[config.mk]
export PLATFORM = sky130hd
export DESIGN_NAME = countdown_start_ctrl
export DESIGN_NICKNAME = d
export VERILOG_FILES = /design/src/rtl/countdown_start_ctrl.sv
export SDC_FILE = /design/constraint.sdc
export NUM_CORES = 1
export LEC_CHECK = 0
export ABC_AREA = 1
export CAP_MARGIN = 20
export CORE_ASPECT_RATIO = 0.7
export CORE_MARGIN = 8
export CORE_UTILIZATION = 25
export DETAILED_ROUTE_END_ITERATION = 8
export GPL_ROUTABILITY_DRIVEN = 0
export SKIP_LAST_GASP = 1
export SLEW_MARGIN = 20
export SYNTH_ARGS = -nofsm -noshare
export SYNTH_HDL_FRONTEND = slang
export SYNTH_SLANG_ARGS = --single-unit
[constraint.sdc]
create_clock -name clk -period 1.3 [get_ports clk]
set_input_delay 0.26 -clock clk [delete_from_list [all_inputs] [get_ports clk]]
set_output_delay 0.26 -clock clk [all_outputs]
set_load 0.005 [all_outputs]
[src/rtl/countdown_start_ctrl.sv]
// Push-button start controller for the countdown counter.
// Synchronises, debounces and queues requests; tracks each run.
module countdown_start_ctrl #(
    parameter int SYNC_STAGES     = 2,
    parameter int DEBOUNCE_CYCLES = 4,
    parameter int MAX_PENDING     = 3,
    parameter int TIMEOUT         = 16
) (
    input  logic                             clk,
    input  logic                             rst_n,
    input  logic                             btn_i,
    input  logic                             ready_i,
    output logic                             start_o,
    output logic                             busy_o,
    output logic [$clog2(MAX_PENDING+1)-1:0] pending_o,
    output logic                             done_o,
    output logic                             dropped_o,
    output logic                             fault_o
);

    localparam int PW = $clog2(MAX_PENDING + 1);
    localparam int DW = (DEBOUNCE_CYCLES > 1) ? $clog2(DEBOUNCE_CYCLES) : 1;
    localparam int TW = (TIMEOUT > 1) ? $clog2(TIMEOUT) : 1;

    localparam logic [DW-1:0] DLAST = DW'(DEBOUNCE_CYCLES - 1);
    localparam logic [TW-1:0] TLAST = TW'(TIMEOUT - 1);
    localparam logic [PW-1:0] PMAX  = PW'(MAX_PENDING);

    typedef enum logic [1:0] {
        IDLE,
        ISSUE,
        WAIT_BUSY,
        WAIT_DONE
    } state_t;

    state_t state;
    state_t next;

    logic [SYNC_STAGES-1:0] sync;
    logic                   s;
    logic                   deb;
    logic [DW-1:0]          cnt;
    logic                   flip;
    logic                   press;
    logic [PW-1:0]          pending;
    logic [TW-1:0]          tcnt;
    logic                   issue;
    logic                   timeout;
    logic                   finish;

    always_ff @(posedge clk) begin
        if (!rst_n) begin
            sync <= '0;
        end else begin
            sync <= {sync[SYNC_STAGES-2:0], btn_i};
        end
    end

    assign s = sync[SYNC_STAGES-1];

    // A new level is accepted on the edge that completes the hold window.
    assign flip  = (s != deb) && (cnt == DLAST);
    assign press = flip && s;

    always_ff @(posedge clk) begin
        if (!rst_n) begin
            deb <= 1'b0;
            cnt <= '0;
        end else if (s == deb) begin
            cnt <= '0;
        end else if (flip) begin
            deb <= s;
            cnt <= '0;
        end else begin
            cnt <= cnt + 1'b1;
        end
    end

    assign issue   = (state == IDLE) && (pending != '0) && ready_i;
    assign timeout = (state == WAIT_BUSY) && ready_i && (tcnt == TLAST);
    assign finish  = (state == WAIT_DONE) && ready_i;

    always_ff @(posedge clk) begin
        if (!rst_n) begin
            state <= IDLE;
        end else begin
            state <= next;
        end
    end

    always_comb begin
        next = state;
        case (state)
            IDLE:      if (issue) next = ISSUE;
            ISSUE:     next = WAIT_BUSY;
            WAIT_BUSY: begin
                if (!ready_i) begin
                    next = WAIT_DONE;
                end else if (tcnt == TLAST) begin
                    next = IDLE;
                end
            end
            WAIT_DONE: if (ready_i) next = IDLE;
            default:   next = IDLE;
        endcase
    end

    always_comb begin
        busy_o    = (state != IDLE);
        pending_o = pending;
    end

    // A press landing on the issue edge takes the slot being freed.
    always_ff @(posedge clk) begin
        if (!rst_n) begin
            pending <= '0;
        end else if (press && !issue && (pending != PMAX)) begin
            pending <= pending + 1'b1;
        end else if (!press && issue) begin
            pending <= pending - 1'b1;
        end
    end

    always_ff @(posedge clk) begin
        if (!rst_n) begin
            tcnt <= '0;
        end else if (state == ISSUE) begin
            tcnt <= '0;
        end else if ((state == WAIT_BUSY) && ready_i && (tcnt != TLAST)) begin
            tcnt <= tcnt + 1'b1;
        end
    end

    always_ff @(posedge clk) begin
        if (!rst_n) begin
            start_o   <= 1'b0;
            done_o    <= 1'b0;
            dropped_o <= 1'b0;
            fault_o   <= 1'b0;
        end else begin
            start_o   <= issue;
            done_o    <= finish;
            dropped_o <= press && !issue && (pending == PMAX);
            fault_o   <= fault_o | timeout;
        end
    end

endmodule

# Yosys cells after proc, flatten, opt, wreduce, memory -nomap -nowiden
# Cells that the tools add are included.
# totals
reg_bits,17
inputBits,4
out_inout_bits,7
elab_cells,59
# op_classes
n_addsub,4
n_eq_ne,13
mux,7
n_bitwise,3
reduce_logical,22
# ops
operator,count
1-bit logical AND,12
2-bit two-way mux,6
2-bit == test (second input constant),4
2-bit case mux with 4 select lines,1
2-bit inequality test (second input constant),3
2-bit nonzero test,3
2-bit by 1-bit adder with 2-bit output (second input constant),2
4-bit by 1-bit adder with 4-bit output (second input constant),1
4-bit == test (second input constant),1
4-bit inequality test (second input constant),1
3-bit by 2-bit inequality test with 1-bit output (second input constant),1
3-bit AND reduction,1
3-bit OR reduction,1
2-bit by 1-bit == test with 1-bit output (second input constant),1
1-bit zero test,2
2-bit zero test,1
1-bit NOT,2
2-bit AND reduction,1
2-bit OR reduction,1
2-bit by 1-bit subtractor with 2-bit output (second input constant),1
1-bit == test,1
1-bit inequality test,1
1-bit OR,1

# Logic depth before layout (Yosys ltp)
# Gate-level depths: netlist of run 1.
# depth
depth_word,7
mapped_depth,8
depth_no_buf,8

# Worst setup path before layout of run 1
# No wires, ideal clock.
# synth_timing
kind,flip-flop to flip-flop
startpoint,register tcnt[0]
endpoint,register tcnt[0]
setup_ps,71
arrival_ps,1022
t_required_ps,1229
path_slack_ps,207
path_stages_with_launch,6
n_path_buf,0
synth_period_minus_slack_ps,1093
path_cell_list,dfxtp_1 -> ha_1 -> nand3_1 -> nand2_2 -> or2_0 -> a21oi_1
# synth_between
elab_chain_cells,2
elab_cells_between_ends,3
classes_between,add/sub: 1; eq/ne: 1; reduce/logical: 1
# synth_rtl
element,line,source
"start, declared",46,logic [TW-1:0] tcnt;
"start signal, assigned",130,tcnt <= tcnt + 1'b1;
"parallel branches: the longest is 2 deep, another holds 4-bit by 1-bit adder with 4-bit output",-,
# Parallel ways; which one is timed is not known.
# A chain may end at the register's enable or synchronous reset.

# Worst setup path after layout of run 1
# layout_timing
startpoint,input ready_i
endpoint,register tcnt[0]
# layout_between
elab_chain_cells,2
# layout_rtl
element,line,source
"start, declared",12,"input logic ready_i,"
1-bit logical AND (2 in a row),129,end else if ((state == WAIT_BUSY) && ready_i && (tcnt != TLAST)) begin
# Every way passes these cells.

==> flow_summary.toml, run 1 <==
[outcome]
outcome = "finished, final reports clean"

[drt]
dr.pass1.iters = 4
ant_nets = 0
dr_total_vias = 666
post-route-drc-count = 0
drt-vias-per-instance = 4.38
avgRoutedWirePerCell_microns = 9.61
dr.first_iter.drc_count = 31
wl_microns = 1460

[sta]
setup_tns_ns = 0
min_period_over_period = 0.955
whs_ns = 0.413
setup_viol = 0
tightestPinTransition_ns = 0.497
fin_crit_ns = 1.24
hold_violations = 0
rsz0062_at_grt = "yes"
drv_slew = 0
slew_headroom = 0.665
finClkSkew_ns = 0.00334
max_freq_mhz = 806

[placed_design]
dp_hpwl_microns = 1130
place_inst = 148
portBuffers = 10

[cts]
path_clk_slew_ns = 0.06
clock-sinks = 17
cts_root_buf = "clkbuf_8"
postCtsHoldBufs = 0
cts_buffer_depth = 2
clk_latency_ns = 0.25
post_cts_buffers = 0
cts_tree = "built"
cts.htree.levels = 1
cts_made_buffers = 3

[global_route]
grt_overflow_total = 0
antenna_found_initial = 0
grt_use_total = 0.0660
grt_pass1_vias = 594
grt_pass1_wl_microns = 2440
grt_max_degree = 10

[yosys]
yosys.area_share.simple = 0.259
async_flop_share = 0
ys_top_cells_by_count = "17 x dfxtp_1, 17 x nand2_1, 16 x inv_1"
synth_compound_area_frac = 0.104
ys.flop_type = "dfxtp_1"
synth-edff-count = 0
synth_top_area_frac = 0.486
synth_top_family_by_area = "simple AND/OR/NAND/NOR gates"
synthTopCellsByArea = "dfxtp_1 49%, nand2_1 9.1%, inv_1 8.6%"
synthDistinctLibCells = 15
synth-seq-cells = 17
synth-xor-area-share = 0.0250
syn_inst = 94
synthAdderAreaFrac = 0.0357
ys_seq_area_frac = 0.486
syn_area_per_cell_sq_um = 7.45
synth_fp_nets = 100
yosys.area.top_type = "dfxtp_1"
yosys_warnings = 0
synthesis.area_sq_um = 701
yosys-mux-area-fraction = 0

[die]
dieArea_sq_um = 4780
fp.dieH_microns = 60.3
coreArea_sq_um = 2720
die_w_microns = 79.3
row_count = 16
initial_utilization = 0.257
io_pins = 11

[setup_path]
cp_max_fo = 8
r2r_slack_ns = 0.11
reg2reg_depth = 5
reg2reg_from = "cnt[0]"
required_ns = 1.47
cp-end-kind = "register"
worst-setup-path-type = "input port to register"
critPathArrivalTime_ns = 1.41
r2r-end = "pending_o[1]"
cp-start-kind = "input port"

[finish]
drive_gt1_frac = 0.207
seqCellArea_sq_um = 349
multiInputGateArea_sq_um = 314
antenna_cells = 0
fin_nets = 123
fin_cells = 152
fillers = 299
areaGrowthSynthToFinish_pct = 38.9

[worst_hold_path]
hold_path.class = "register to register"
holdPathEnd = "sync[1]"
whs_path_depth = 2
holdCritStartpoint = "sync[0]"

[job]
maxCapViolations = 0

[pwr]
peakVddDrop_mv = 0.582
pwr_density_cell_nw_per_um2 = 1520
power_leakage_uw = 0.000478
## report_power, final
part | total (uW) | internal [uW] | switching (uW)
Sequential | 646 | 589 | 57.3
Clock | 383 | 217 | 166
Combinational | 450 | 220 | 231
## critical path, stage by stage
cell and delay (ns):
clkdlybuf4s50_1 0.51, nand2_2 0.08, nor2_2 0.12, nand2_2 0.12, or2_0 0.21, a21oi_1 0.11
## metrics by stage
step           power, uW  instance area [sq um]  utilization  worst slack (ns)
2_1_floorplan        828                    701            -             0.207
3_3_place_gp        1070                    910        0.334            -0.140
3_5_place_dp        1070                    910        0.334            -0.186
4_1_cts             1460                    956        0.351            0.0194
5_1_grt             1580                    973        0.358          -0.00621
6_report            1480                    973        0.358            0.0587
## timing repair
item                                    4_1_cts  5_1_grt
pin swaps                                     0        1
endpoints found under the setup margin        7        6
hold endpoints to repair                      0        0
gates resized for setup                      13        6
## cells by family after synthesis
family                     after synthesis
and+or+nand+nor                         42
buffers and inverters                   17
DFF                                     17
AOI/OAI and AO/OA                       14
xor gates and xnor gates                 2
adders and majority gates                2
## worst max path at each step
stage	from	endpoint	slack (ns)	cells after the start
floorplan	tcnt[0]	tcnt[0]	0.21	5
global placement	ready_i	tcnt[0]	-0.14	6
detailed placement	ready_i	tcnt[0]	-0.19	6
CTS	state[0]	busy_o	0.02	3
global route	ready_i	state[1]	-0.006	7
finish	ready_i	tcnt[0]	0.06	6
## sequential cells by signal, summed over array words and instances, names as in the netlist
register,flops
pending_o,2
sync,2
tcnt,4
state,2
start_o,1
fault_o,1
cnt,2
done_o,1
dropped_o,1
deb,1
## layout by cell type (no fill, tap or decap), drive strengths merged
cell and n:
clkbuf 4, clkdlybuf4s50 3, buf 9, o21bai 1, nor3 3, dlygate4sd2 6, xor2 2, nand2 19
nor2 11, o21ai 6, a21oi 7, clkdlybuf4s15 1, ha 2, dfxtp 17, inv 16, or2 1
nand3 8
## layout make-up
cell class | instances | area share
sequential | 17 | 0.359
inverter | 16 | 0.0617
multi-input combinational | 60 | 0.323
clock buffer | 4 | 0.0463
timing repair buffer | 19 | 0.165
tap | 36 | 0.0463
## routing by layer
metal	track usage	share of wire	wire, microns	vias up
met1	0.0660	0.44	648	311
met3	0.0375	0.084	122	2
met2	0.111	0.45	661	14
met4	0.0289	0.020	29	0
li1	-	-	-	339
met5	0	0	0	-
Power figures use the tool's default switching activity.
==> inputs of run 2 (changes only) <==
--- a/config.mk
+++ b/config.mk
@@ -5,13 +5,13 @@
 export SDC_FILE = /design/constraint.sdc
 export NUM_CORES = 1
 export LEC_CHECK = 0
-export ABC_AREA = 1
 export CAP_MARGIN = 20
 export CORE_ASPECT_RATIO = 0.7
 export CORE_MARGIN = 8
 export CORE_UTILIZATION = 25
 export DETAILED_ROUTE_END_ITERATION = 8
 export GPL_ROUTABILITY_DRIVEN = 0
+export GPL_TIMING_DRIVEN = 0
 export SKIP_LAST_GASP = 1
 export SLEW_MARGIN = 20
 export SYNTH_ARGS = -nofsm -noshare
==> run 2 against run 1 <==
  * Sequential share of layout area rose by 2.9 points
  * Cell count fell by 18%
  * Highest routed layer unchanged
  * Maximum frequency fell by 4.2%
  * Power fell by 37%
==> flow_summary.toml, run 2 <==
[yosys]
syn_inst = 75
synth_top_area_frac = 0.481
yosys_warnings = 0
synth-edff-count = 0
synthTopCellsByArea = "dfxtp_1 48%, nand3_1 5.0%, xor2_1 5.0%"
ys.flop_type = "dfxtp_1"
async_flop_share = 0
synth_fp_nets = 81
synthDistinctLibCells = 29
yosys.area.top_type = "dfxtp_1"
synth-seq-cells = 17
synthesis.area_sq_um = 707
syn_area_per_cell_sq_um = 9.43
ys_seq_area_frac = 0.481
synth_most_common_cell = "dfxtp_1"
ys_top_cells_by_count = "17 x dfxtp_1, 7 x nand2_1, 7 x nand3_1"

[drt]
avgRoutedWirePerCell_microns = 11.0
ant_nets = 0
drt-vias-per-instance = 4.51
dr_total_vias = 564
wl_microns = 1380
dr.first_iter.drc_count = 43
dr.pass1.iters = 5
post-route-drc-count = 0

[sta]
finClkSkew_ns = 0.00154
min_period_over_period = 0.996
setup_viol = 0
setup_slack_ns = 0.00479
hold_violations = 0
fin_crit_ns = 1.30
max_freq_mhz = 772
rsz0062_at_grt = "yes"
setup_tns_ns = 0
slew_headroom = 0.712
tightestPinTransition_ns = 0.428
drv_slew = 0

[placed_design]
dpl_worst_slack_ns = -0.331
portBuffers = 10
dp_hpwl_microns = 976

[setup_path]
cp_cell_sequence = "or2_2 -> clkbuf_2"
crit_slowest_cell = "dfxtp_4"
r2r-end = "pending_o[0]"
reg2reg_from = "cnt[0]"
critPathArrivalTime_ns = 1.04
startpoint = "state[0]"
cpPeakStageDelay_ns = 0.36
required_ns = 1.04
critPathCapture = "busy_o"
worst-setup-path-type = "register to output pin"
cp-start-kind = "register"
r2r_slack_ns = 0.08
cp_max_fo = 7
reg2reg_depth = 5
cp-end-kind = "output pin"

[cts]
postCtsHoldBufs = 0
cts_made_buffers = 3
post_cts_buffers = 0
clk_latency_ns = 0.25
cts_root_buf = "clkbuf_8"
cts_buffer_depth = 2
cts_tree = "built"
cts.htree.levels = 1
clock-sinks = 17
path_clk_slew_ns = 0.06

[finish]
largest_reg_flops = 4
layout_common_cells = "13 x dfxtp_1, 7 x nand2_1, 7 x dlygate4sd2_1"
drive_gt1_frac = 0.202
fin_nets = 96
antenna_cells = 0
fillers = 294
areaGrowthSynthToFinish_pct = 28.7
largest_register = "tcnt"
final_common_cell = "dfxtp_1"

[global_route]
grt_pass1_wl_microns = 2230
grt_pass1_vias = 496
grt_overflow_total = 0
grt_max_degree = 11
grt_use_total = 0.0606
antenna_found_initial = 0

[job]
maxCapViolations = 0

[die]
initial_utilization = 0.258
io_pins = 11
coreArea_sq_um = 2740
fp.dieH_microns = 60.5
row_count = 16
die_w_microns = 79.6
dieArea_sq_um = 4810

[pwr]
p_total_uw = 940
pwr_density_cell_nw_per_um2 = 1030
peakVddDrop_mv = 0.651
power_leakage_uw = 0.000377

[worst_hold_path]
hold_path.class = "register to register"

[outcome]
outcome = "finished, final reports clean"
==> run 2: metal layers <==
layer | vias to the layer above | global-route usage | wire length, microns
met4 | 0 | 0.0315 | 4
met3 | 2 | 0.0370 | 130
met5 | - | 0 | 0
met1 | 254 | 0.0699 | 691
li1 | 290 | - | -
met2 | 18 | 0.0856 | 549
==> run 2: cell type report <==
class / instances / area [sq um] / area share
repair buffers: 10 / 86.3 / 0.0949
clock buffers: 3 / 41.3 / 0.0454
well taps: 36 / 45.0 / 0.0495
flip-flops and latches: 17 / 353 / 0.388
multi-input cells: 56 / 370 / 0.407
clock inverters: 1 / 5.00 / 0.00550
inverters: 1 / 3.75 / 0.00413
plain buffers: 1 / 5.00 / 0.00550
==> run 2: kinds of logic (layout without fill, tap and decap cells) <==
logic type	after synthesis	after routing	synth area share
compound gates	12	12	0.0974
fa+ha+maj	2	2	0.0354
simple gates	37	37	0.312
flops	17	17	0.481
xor+xnor	4	4	0.0496
buf+inv	2	16	0.0106
mux	1	1	0.0142
==> run 2: where the power goes <==
| part | total, uW | internal, uW | switching (uW) |
|---|---|---|---|
| Sequential | 520 | 518 | 2.05 |
| Clock | 384 | 212 | 171 |
| Combinational | 35.6 | 18.0 | 17.6 |
| Total | 940 | 749 | 191 |
==> run 2: how the worst min path moves through the flow <==
stage | startpoint | end | slack (ns) | cells past startpoint
final | cnt[0] | cnt[0] | 0.44 | 1
after CTS | ready_i | state[1] | 0.43 | 2
after global routing | cnt[0] | cnt[0] | 0.45 | 1
after floorplan | ready_i | state[1] | 0.37 | 1
after global placement | cnt[0] | cnt[0] | 0.41 | 1
after detailed placement | cnt[0] | cnt[0] | 0.42 | 1
==> run 2: stage by stage <==
step / std cells / util / instance area (sq um) / hold WS, ns
6_report: 125 / 0.332 / 910 / 0.436
5_1_grt: 125 / 0.332 / 910 / 0.451
4_1_cts: 125 / 0.329 / 902 / 0.432
3_5_place_dp: 121 / 0.311 / 852 / 0.421
3_3_place_gp: 121 / 0.311 / 852 / 0.413
2_1_floorplan: 75 / - / 707 / 0.366
==> run 2: critical path, delay by kind of cell (launching register included) <==
family / cells / cell delay (ns)
buffers and inverters: 1 / 0.12
flip-flops: 1 / 0.36
AND/OR/NAND/NOR: 1 / 0.30
==> run 2: repair_timing <==
action                                  in CTS  in global routing
hold endpoints to repair                     0                  0
endpoints found under the setup margin       9                  9
gates resized for setup                     16                  8
